==> config.mk <==
export PLATFORM = sky130hd
export DESIGN_NAME = hazard_ctrl_flat
export DESIGN_NICKNAME = d
export VERILOG_FILES = /design/src/rtl/hazard_ctrl_if.sv /design/src/rtl/hazard_ctrl.sv /design/src/flat_wrapper.sv
export SDC_FILE = /design/constraint.sdc
export NUM_CORES = 1
export LEC_CHECK = 0
export ABC_AREA = 1
export BUFFER_PORTS_ARGS = -buffer_cell sky130_fd_sc_hd__clkbuf_2
export CAP_MARGIN = 20
export CORE_MARGIN = 2
export CORE_UTILIZATION = 45
export DETAILED_ROUTE_END_ITERATION = 8
export PLACE_DENSITY = 0.7
export SLEW_MARGIN = 20
export SYNTH_ARGS = -nofsm -noshare
export SYNTH_HDL_FRONTEND = slang
export SYNTH_SLANG_ARGS = --single-unit
==> constraint.sdc <==
create_clock -name clk_i -period 2.2 [get_ports clk_i]
set_input_delay 0.33 -clock clk_i [delete_from_list [all_inputs] [get_ports clk_i]]
set_output_delay 0.33 -clock clk_i [all_outputs]
set_load 0.1 [all_outputs]
==> src/rtl/hazard_ctrl_if.sv <==
// rtl/hazard_ctrl_if.sv - hazard controller pipeline-side signal bundle
interface hazard_ctrl_if #(
  parameter int REG_AW = 5,
  parameter int CNT_W  = 16
);
  logic [REG_AW-1:0] if_idrs_i;
  logic [REG_AW-1:0] if_idrt_i;
  logic              id_uses_rs_i;
  logic              id_uses_rt_i;
  logic [REG_AW-1:0] id_ex_rd_i;
  logic              id_ex_memread_i;
  logic              branch_taken_i;
  logic              mem_busy_i;
  logic              pc_o;
  logic              if_id_o;
  logic              mux8_o;
  logic              ex_hold_o;
  logic              if_id_flush_o;
  logic [CNT_W-1:0]  stall_cnt_o;

  modport master (
    output if_idrs_i, if_idrt_i, id_uses_rs_i, id_uses_rt_i,
    output id_ex_rd_i, id_ex_memread_i, branch_taken_i, mem_busy_i,
    input  pc_o, if_id_o, mux8_o, ex_hold_o, if_id_flush_o, stall_cnt_o
  );

  modport slave (
    input  if_idrs_i, if_idrt_i, id_uses_rs_i, id_uses_rt_i,
    input  id_ex_rd_i, id_ex_memread_i, branch_taken_i, mem_busy_i,
    output pc_o, if_id_o, mux8_o, ex_hold_o, if_id_flush_o, stall_cnt_o
  );
endinterface

==> src/rtl/hazard_ctrl.sv <==
// rtl/hazard_ctrl.sv - load-use hazard controller with multi-cycle stall, freeze and flush
module hazard_ctrl #(
  parameter int REG_AW   = 5,
  parameter int LOAD_LAT = 1,
  parameter int CNT_W    = 16
) (
  input  logic         clk_i,
  input  logic         rst_i,
  hazard_ctrl_if.slave bus
);
  localparam int REM_W = 4;
  localparam logic [REG_AW-1:0] R0 = '0;

  typedef enum logic {IDLE, STALL} state_t;

  state_t             state_q;
  logic [REM_W-1:0]   rem_q;
  logic [CNT_W-1:0]   cnt_q;

  logic haz;
  logic busy;
  logic pc_raw;
  logic mux_raw;

  always_comb begin
    haz = bus.id_ex_memread_i && (bus.id_ex_rd_i != R0) &&
          ((bus.id_uses_rs_i && (bus.if_idrs_i == bus.id_ex_rd_i)) ||
           (bus.id_uses_rt_i && (bus.if_idrt_i == bus.id_ex_rd_i)));
  end

  // A freeze holds the front end but must not turn the held EX instruction into a bubble.
  always_comb begin
    busy    = bus.mem_busy_i;
    pc_raw  = busy || (state_q == STALL) || haz;
    mux_raw = !busy && ((state_q == STALL) || haz);
  end

  always_comb begin
    bus.pc_o          = 1'b0;
    bus.if_id_o       = 1'b0;
    bus.mux8_o        = 1'b0;
    bus.ex_hold_o     = 1'b0;
    bus.if_id_flush_o = 1'b0;
    bus.stall_cnt_o   = '0;
    if (!rst_i) begin
      bus.pc_o          = pc_raw;
      bus.if_id_o       = pc_raw;
      bus.mux8_o        = mux_raw;
      bus.ex_hold_o     = busy;
      bus.if_id_flush_o = bus.branch_taken_i && !pc_raw;
      bus.stall_cnt_o   = cnt_q;
    end
  end

  // The IDLE detection cycle is the first bubble, so STALL covers the remaining LOAD_LAT-1.
  always_ff @(posedge clk_i) begin
    if (rst_i) begin
      state_q <= IDLE;
      rem_q   <= '0;
      cnt_q   <= '0;
    end else begin
      if (pc_raw && (cnt_q != {CNT_W{1'b1}})) begin
        cnt_q <= cnt_q + 1'b1;
      end
      if (!busy) begin
        case (state_q)
          IDLE: begin
            if (haz && (LOAD_LAT > 1)) begin
              state_q <= STALL;
              rem_q   <= REM_W'(LOAD_LAT - 1);
            end
          end
          STALL: begin
            if (rem_q == REM_W'(1)) begin
              state_q <= IDLE;
              rem_q   <= '0;
            end else begin
              rem_q <= rem_q - 1'b1;
            end
          end
          default: begin
            state_q <= IDLE;
            rem_q   <= '0;
          end
        endcase
      end
    end
  end
endmodule

==> src/flat_wrapper.sv <==
// flat-port wrapper written by rule: the top's interface ports become plain ports
module hazard_ctrl_flat 
#(
  parameter int REG_AW   = 5,
  parameter int LOAD_LAT = 1,
  parameter int CNT_W    = 16
)
  (clk_i, rst_i, bus_if_idrs_i, bus_if_idrt_i, bus_id_uses_rs_i, bus_id_uses_rt_i, bus_id_ex_rd_i, bus_id_ex_memread_i, bus_branch_taken_i, bus_mem_busy_i, bus_pc_o, bus_if_id_o, bus_mux8_o, bus_ex_hold_o, bus_if_id_flush_o, bus_stall_cnt_o);
  hazard_ctrl_if #(.REG_AW(REG_AW), .CNT_W(CNT_W)) bus_i ();
  input  logic clk_i;
  input  logic rst_i;
  input wire logic [$bits(bus_i.if_idrs_i)-1:0] bus_if_idrs_i;
  input wire logic [$bits(bus_i.if_idrt_i)-1:0] bus_if_idrt_i;
  input wire logic [$bits(bus_i.id_uses_rs_i)-1:0] bus_id_uses_rs_i;
  input wire logic [$bits(bus_i.id_uses_rt_i)-1:0] bus_id_uses_rt_i;
  input wire logic [$bits(bus_i.id_ex_rd_i)-1:0] bus_id_ex_rd_i;
  input wire logic [$bits(bus_i.id_ex_memread_i)-1:0] bus_id_ex_memread_i;
  input wire logic [$bits(bus_i.branch_taken_i)-1:0] bus_branch_taken_i;
  input wire logic [$bits(bus_i.mem_busy_i)-1:0] bus_mem_busy_i;
  output wire logic [$bits(bus_i.pc_o)-1:0] bus_pc_o;
  output wire logic [$bits(bus_i.if_id_o)-1:0] bus_if_id_o;
  output wire logic [$bits(bus_i.mux8_o)-1:0] bus_mux8_o;
  output wire logic [$bits(bus_i.ex_hold_o)-1:0] bus_ex_hold_o;
  output wire logic [$bits(bus_i.if_id_flush_o)-1:0] bus_if_id_flush_o;
  output wire logic [$bits(bus_i.stall_cnt_o)-1:0] bus_stall_cnt_o;
  assign bus_i.if_idrs_i = bus_if_idrs_i;
  assign bus_i.if_idrt_i = bus_if_idrt_i;
  assign bus_i.id_uses_rs_i = bus_id_uses_rs_i;
  assign bus_i.id_uses_rt_i = bus_id_uses_rt_i;
  assign bus_i.id_ex_rd_i = bus_id_ex_rd_i;
  assign bus_i.id_ex_memread_i = bus_id_ex_memread_i;
  assign bus_i.branch_taken_i = bus_branch_taken_i;
  assign bus_i.mem_busy_i = bus_mem_busy_i;
  assign bus_pc_o = bus_i.pc_o;
  assign bus_if_id_o = bus_i.if_id_o;
  assign bus_mux8_o = bus_i.mux8_o;
  assign bus_ex_hold_o = bus_i.ex_hold_o;
  assign bus_if_id_flush_o = bus_i.if_id_flush_o;
  assign bus_stall_cnt_o = bus_i.stall_cnt_o;
  hazard_ctrl #(.REG_AW(REG_AW), .LOAD_LAT(LOAD_LAT), .CNT_W(CNT_W)) u_core (.clk_i(clk_i), .rst_i(rst_i), .bus(bus_i));
endmodule
# Word level (Yosys, flattened, before mapping)
# Cells that the tools add are included.
# W data, S select, Z words.
totals:
  in_bits: 22
  ff_bits: 21
  output_inout_bits: 21
op_classes:
  muxes: 8
  reduce_logical: 15
  n_bitwise: 1
  add_sub_neg: 2
  eq_ne: 4
op_table:
  columns: ["operator", "n"]
  rows:
  - ["$add A16 B1 Y16 const B", 1]
  - ["$mux W16", 1]
  - ["$ne A16 B16 Y1 const B", 1]
  - ["$eq A5 B5 Y1", 2]
  - ["$logic_and A1 B1 Y1", 7]
  - ["$mux W1", 6]
  - ["$reduce_bool A5 Y1", 1]
  - ["$eq A4 B1 Y1 const B", 1]
  - ["$logic_or A1 B1 Y1", 4]
  - ["$mux W4", 1]
  - ["$sub A4 B1 Y4 const B", 1]
  - ["$logic_not A1 Y1", 2]
  - ["$reduce_and A2 Y1", 1]
  - ["$not A1 Y1", 1]

# Longest topological paths before layout
depth:
  word_depth: 8
  mapped_depth: 12
  ltp_nobuf: 12

# Worst setup path before layout
# No wires, ideal clock.
synth_path:
  path_kind: "input -> output"
  startpoint: "input bus_id_ex_rd_i[3]"
  endpoint: "output bus_mux8_o"
  arrival_time_ps: 2948
  cell_stages: 8
  n_path_buf: 0
  required_time_ps: 1870
  slack_ps: -1078
  cell_sequence: "inv_1 > nand2_1 > nand2_1 > nor2_1 > nand3_1 > nand2_1 > nand2_1 > a211oi_1"
synth_via:
  elab_chain_cells: 7
  word_cells_on_any_way: 11
  classes_between: "2 x eq/ne; 1 x mux; 8 x reduce/logical"
synth_lines:
  columns: ["element", "line_no", "rtl"]
  rows:
  - ["start, declared", "flat_wrapper.sv:16", "input wire logic [$bits(bus_i.id_ex_rd_i)-1:0] bus_id_ex_rd_i;"]
  - ["$eq A5 B5 Y1, on equally long branches", "hazard_ctrl.sv:27, hazard_ctrl.sv:28", null]
  - ["$logic_and A1 B1 Y1, on equally long branches", "hazard_ctrl.sv:27, hazard_ctrl.sv:28", null]
  - ["$logic_or A1 B1 Y1", "hazard_ctrl.sv:27", "((bus.id_uses_rs_i && (bus.if_idrs_i == bus.id_ex_rd_i)) ||"]
  - ["$logic_and A1 B1 Y1 *", "hazard_ctrl.sv:26", "haz = bus.id_ex_memread_i && (bus.id_ex_rd_i != R0) &&"]
  - ["$logic_or A1 B1 Y1 *", "hazard_ctrl.sv:35", "mux_raw = !busy && ((state_q == STALL) || haz);"]
  - ["$logic_and A1 B1 Y1 *", "hazard_ctrl.sv:35", null]
  - ["$mux W1 *", "hazard_ctrl.sv:45", "if (!rst_i) begin"]
  - ["end, declared", "flat_wrapper.sv:22", "output wire logic [$bits(bus_i.mux8_o)-1:0] bus_mux8_o;"]
# Mark *: on every way between the ends. The rest lies on a longest branch, timed or not.

# Worst setup path after layout
layout_path:
  startpoint: "input bus_id_ex_rd_i[0]"
  endpoint: "output bus_mux8_o"
# The elaborated chain is that of the path after synthesis.

==> key figures <==
Power
  – Switching share of power: 32.4%
  – Power after layout: 0.750 mW
  – Power share of the sequential group: 51.8%
  – Power per Cell Area: 398 nW/um^2
  – Net load switching power: 0.243 mW
  – Lkg Pwr: 0.993 nW
  – VDD IR-drop max: 397 uV
  – Combinational cell fraction of total power: 22.6%
  – Clock Power Share: 25.6%
  – Internal Dissipation: 0.508 mW

Die
  – Initial core utilization: 46.6%
  – Die Footprint: 3910 um^2
  – Placeable Area: 3310 um^2
  – Row cnt: 21
  – # IOs: 43
  – Die Ht: 62.6 um
  – Overall die width: 62.6 um

Place
  – Placer Congestion: 0.820
  – Cells after DPL: 350
  – Detailed Place HPWL: 2.48 mm
  – Setup Slack @ Placement: 0.367 ns
  – Input/output buffers: 42

Clock tree
  – Clock sinks: 21
  – Maximum count of clock buffers along a single path: 2
  – Post-CTS Setup Inserts: 0
  – Number of buffers inserted by hold repair at cts: 0
  – Number of instances resized during post-cts repair: 0
  – Clock tree from TritonCTS: yes
  – Clock tree root driver cell: clkbuf_4
  – Number of H-tree levels: 1
  – Clock insertion delay at the later pin of the skew report: 0.31 ns
  – CTS Buf Count: 3
  – Clock transition at the registers of the reported paths: 0.13 ns

Logic synthesis
  – Post-synthesis cell type count: 25
  – Adder-cell share of the synthesized area: 2.43%
  – Multiplexer fraction of the synthesized cell area: 0%
  – Mean post-synth cell area: 5.78 um^2
  – Number of nets in the synthesized netlist: 292
  – Complex-gate fraction of the synthesized area: 8.92%
  – Cell count after synthesis: 267
  – Part of the Yosys area used for sequential elements: 27.3%
  – Warnings from Yosys: 0
  – Register bit total from synthesis: 21
  – Share of the synthesized netlist area taken by xor and xnor gates: 0%
  – Combinational family with the most area after synthesis: simple AND/OR/NAND/NOR gates
  – Simple-gate portion of the synthesized area: 45.0%
  – Cell area after technology mapping: 1540 um^2

Setup path
  – Register-to-Register Path Depth: 8
  – Required time worst endpoint: 1.87 ns
  – Minimum setup slack among reg-to-reg paths: 0.55 ns
  – CP Capture Type: output pin
  – Critical Setup Path Class: input port to output pin
  – Crit path launch type: input port
  – Arrival @ worst endpoint: 1.48 ns
  – Capture instance of the worst register-to-register path: u_core.cnt_q[15]
  – Worst flop-to-flop path startpoint: u_core.cnt_q[0]
  – Largest fanout of any net on the critical path: 3

Outcome
  – Status: complete, no violations

GRT
  – Initial antenna violation count: 0
  – Global routing usage summed across all routing layers: 17.4%
  – Wire length of the first global-routing pass: 5.69 mm
  – Global route overflow: 0
  – Number of global-route vias before repair: 1399
  – Pin count of the biggest net entering global routing: 22

Cells and area
  – Leading cell type in the layout, fill and taps excluded: nand2_1
  – Antenna diode count: 0
  – Top library cells by usage in the layout, fill and taps aside: nand2_1, nor2_1, inv_1
  – Finished Layout Cells: 354
  – Final Net Count: 334
  – Share of layout cells above drive strength 1: 20.5%
  – Growth of design area from synthesis to finish: 22.3%

Timing
  – Final worst setup slack: 0.386 ns
  – Timing-limited maximum frequency: 551 MHz
  – Tightest Pin Transition: 0.548 ns
  – Period utilization: 82.5%
  – Setup Skew: 0.0109 ns
  – Fin. max-slew vios: 0
  – Normalized max-slew margin: 63.6%
  – Number of setup violations in the final report: 0
  – Final hold viol count: 0
  – RSZ-0062 raised after global routing: no
  – Clock period minus worst slack: 1.81 ns

Hold path
  – Number of stages on the worst hold path: 3
  – Path category of the worst min-delay check: input port to register
  – Destination of the worst hold path: u_core.state_q
  – Start point of the worst min-delay path: bus_mem_busy_i

Detailed routing
  – Drt total wl: 3.22 mm
  – Detailed-route wire length per cell: 9.09 um
  – Average vias per placed instance: 4.56
  – Final routed DRC violation total: 0
  – Post-detailed-route count of antenna-violating nets: 0
  – Routed vias: 1616
  – Drt first-iter violations: 95
  – Number of optimization iterations in the first detailed-route pass: 4

Flow run
  – Maxcap violations: 0
registers in the layout, summed over array words and instances (netlist names):
| name | flops |
|---|---|
| u_core.cnt_q | 16 |
| u_core.rem_q | 4 |
| u_core.state_q | 1 |
power by group through the flow:
stage	combinational, mW	clock, mW	sequential, mW
3_3_place_gp	0.169	0	0.397
4_1_cts	0.171	0.201	0.389
3_5_place_dp	0.170	0	0.397
6_report	0.169	0.192	0.389
5_1_grt	0.188	0.211	0.390
2_1_floorplan	0.124	0	0.396
final cells by class:
cell class,instances,area (um^2)
Inverter,52,195
Fill cell,351,1420
Multi-Input combinational cell,186,893
Tap cell,46,57.6
Sequential cell,21,420
Clock buffer,3,22.5
Timing Repair Buffer,45,293
Clock inverter,1,5.00
stage by stage:
step	util [%]	setup TNS (ns)	hold slack [ns]	instance area, um^2
final	57.0	0	0.318	1890
after global routing	57.0	0	0.321	1890
after CTS	57.0	0	0.318	1890
after detailed placement	56.2	0	0.487	1860
after global placement	56.2	0	0.478	1860
after floorplan	-	-0.228	0.461	1570
cell usage after synthesis:
cell type  instances  share of area, %
a211oi_1           2              0.97
a21oi_1           20               6.5
buf_2              1              0.32
buf_4              1              0.49
buf_6              3               2.2
clkbuf_1           3              0.73
dfxtp_1           21                27
ha_1               3               2.4
inv_1             51                12
inv_2              1              0.24
nand2_1           63                15
nand2_2            5               2.0
nand3_1           23               7.5
nand3_2            1              0.65
nand3b_1           1              0.49
nand4_1            3               1.2
nand4_4            1               1.4
nor2_1            53                13
nor2_2             1              0.41
nor2_4             1              0.73
nor3_1             3              0.97
nor3_4             1               1.1
nor4_1             1              0.41
o211ai_1           1              0.49
o21ai_0            3              0.97
critical path, cell delays in order:
cell and delay [ns]:
clkbuf_2 0.10, inv_1 0.07, nand2_1 0.06, nand2_1 0.05, nor2_1 0.10, nand3_1 0.07, nand2_1 0.07, nand2_1 0.13
a211oi_2 0.29, buf_12 0.21
worst max path at each step:
stage	startpoint	endpoint	slack (ns)
floorplan	bus_id_ex_rd_i[3]	bus_mux8_o	-0.23
global placement	bus_id_ex_rd_i[3]	bus_mux8_o	0.39
detailed placement	bus_id_ex_rd_i[0]	bus_mux8_o	0.37
CTS	bus_id_ex_rd_i[0]	bus_mux8_o	0.36
global route	bus_id_ex_rd_i[1]	bus_mux8_o	0.23
finish	bus_id_ex_rd_i[0]	bus_mux8_o	0.39
logic make-up after synthesis:
family | Yosys count
and+or+nand+nor | 157
AOI/OAI and AO/OA | 26
adders and majority gates | 3
DFF | 21
buffers and inverters | 60
per-layer routing:
metal | up-vias | GRT usage (%) | share of wire (%)
met5 | - | 0 | 0
met4 | 0 | 3.33 | 0.53
met3 | 2 | 3.24 | 4.0
met2 | 31 | 30.0 | 47
met1 | 682 | 22.7 | 49
li1 | 901 | - | -
Note: power is estimated with default switching activity, not from simulation.
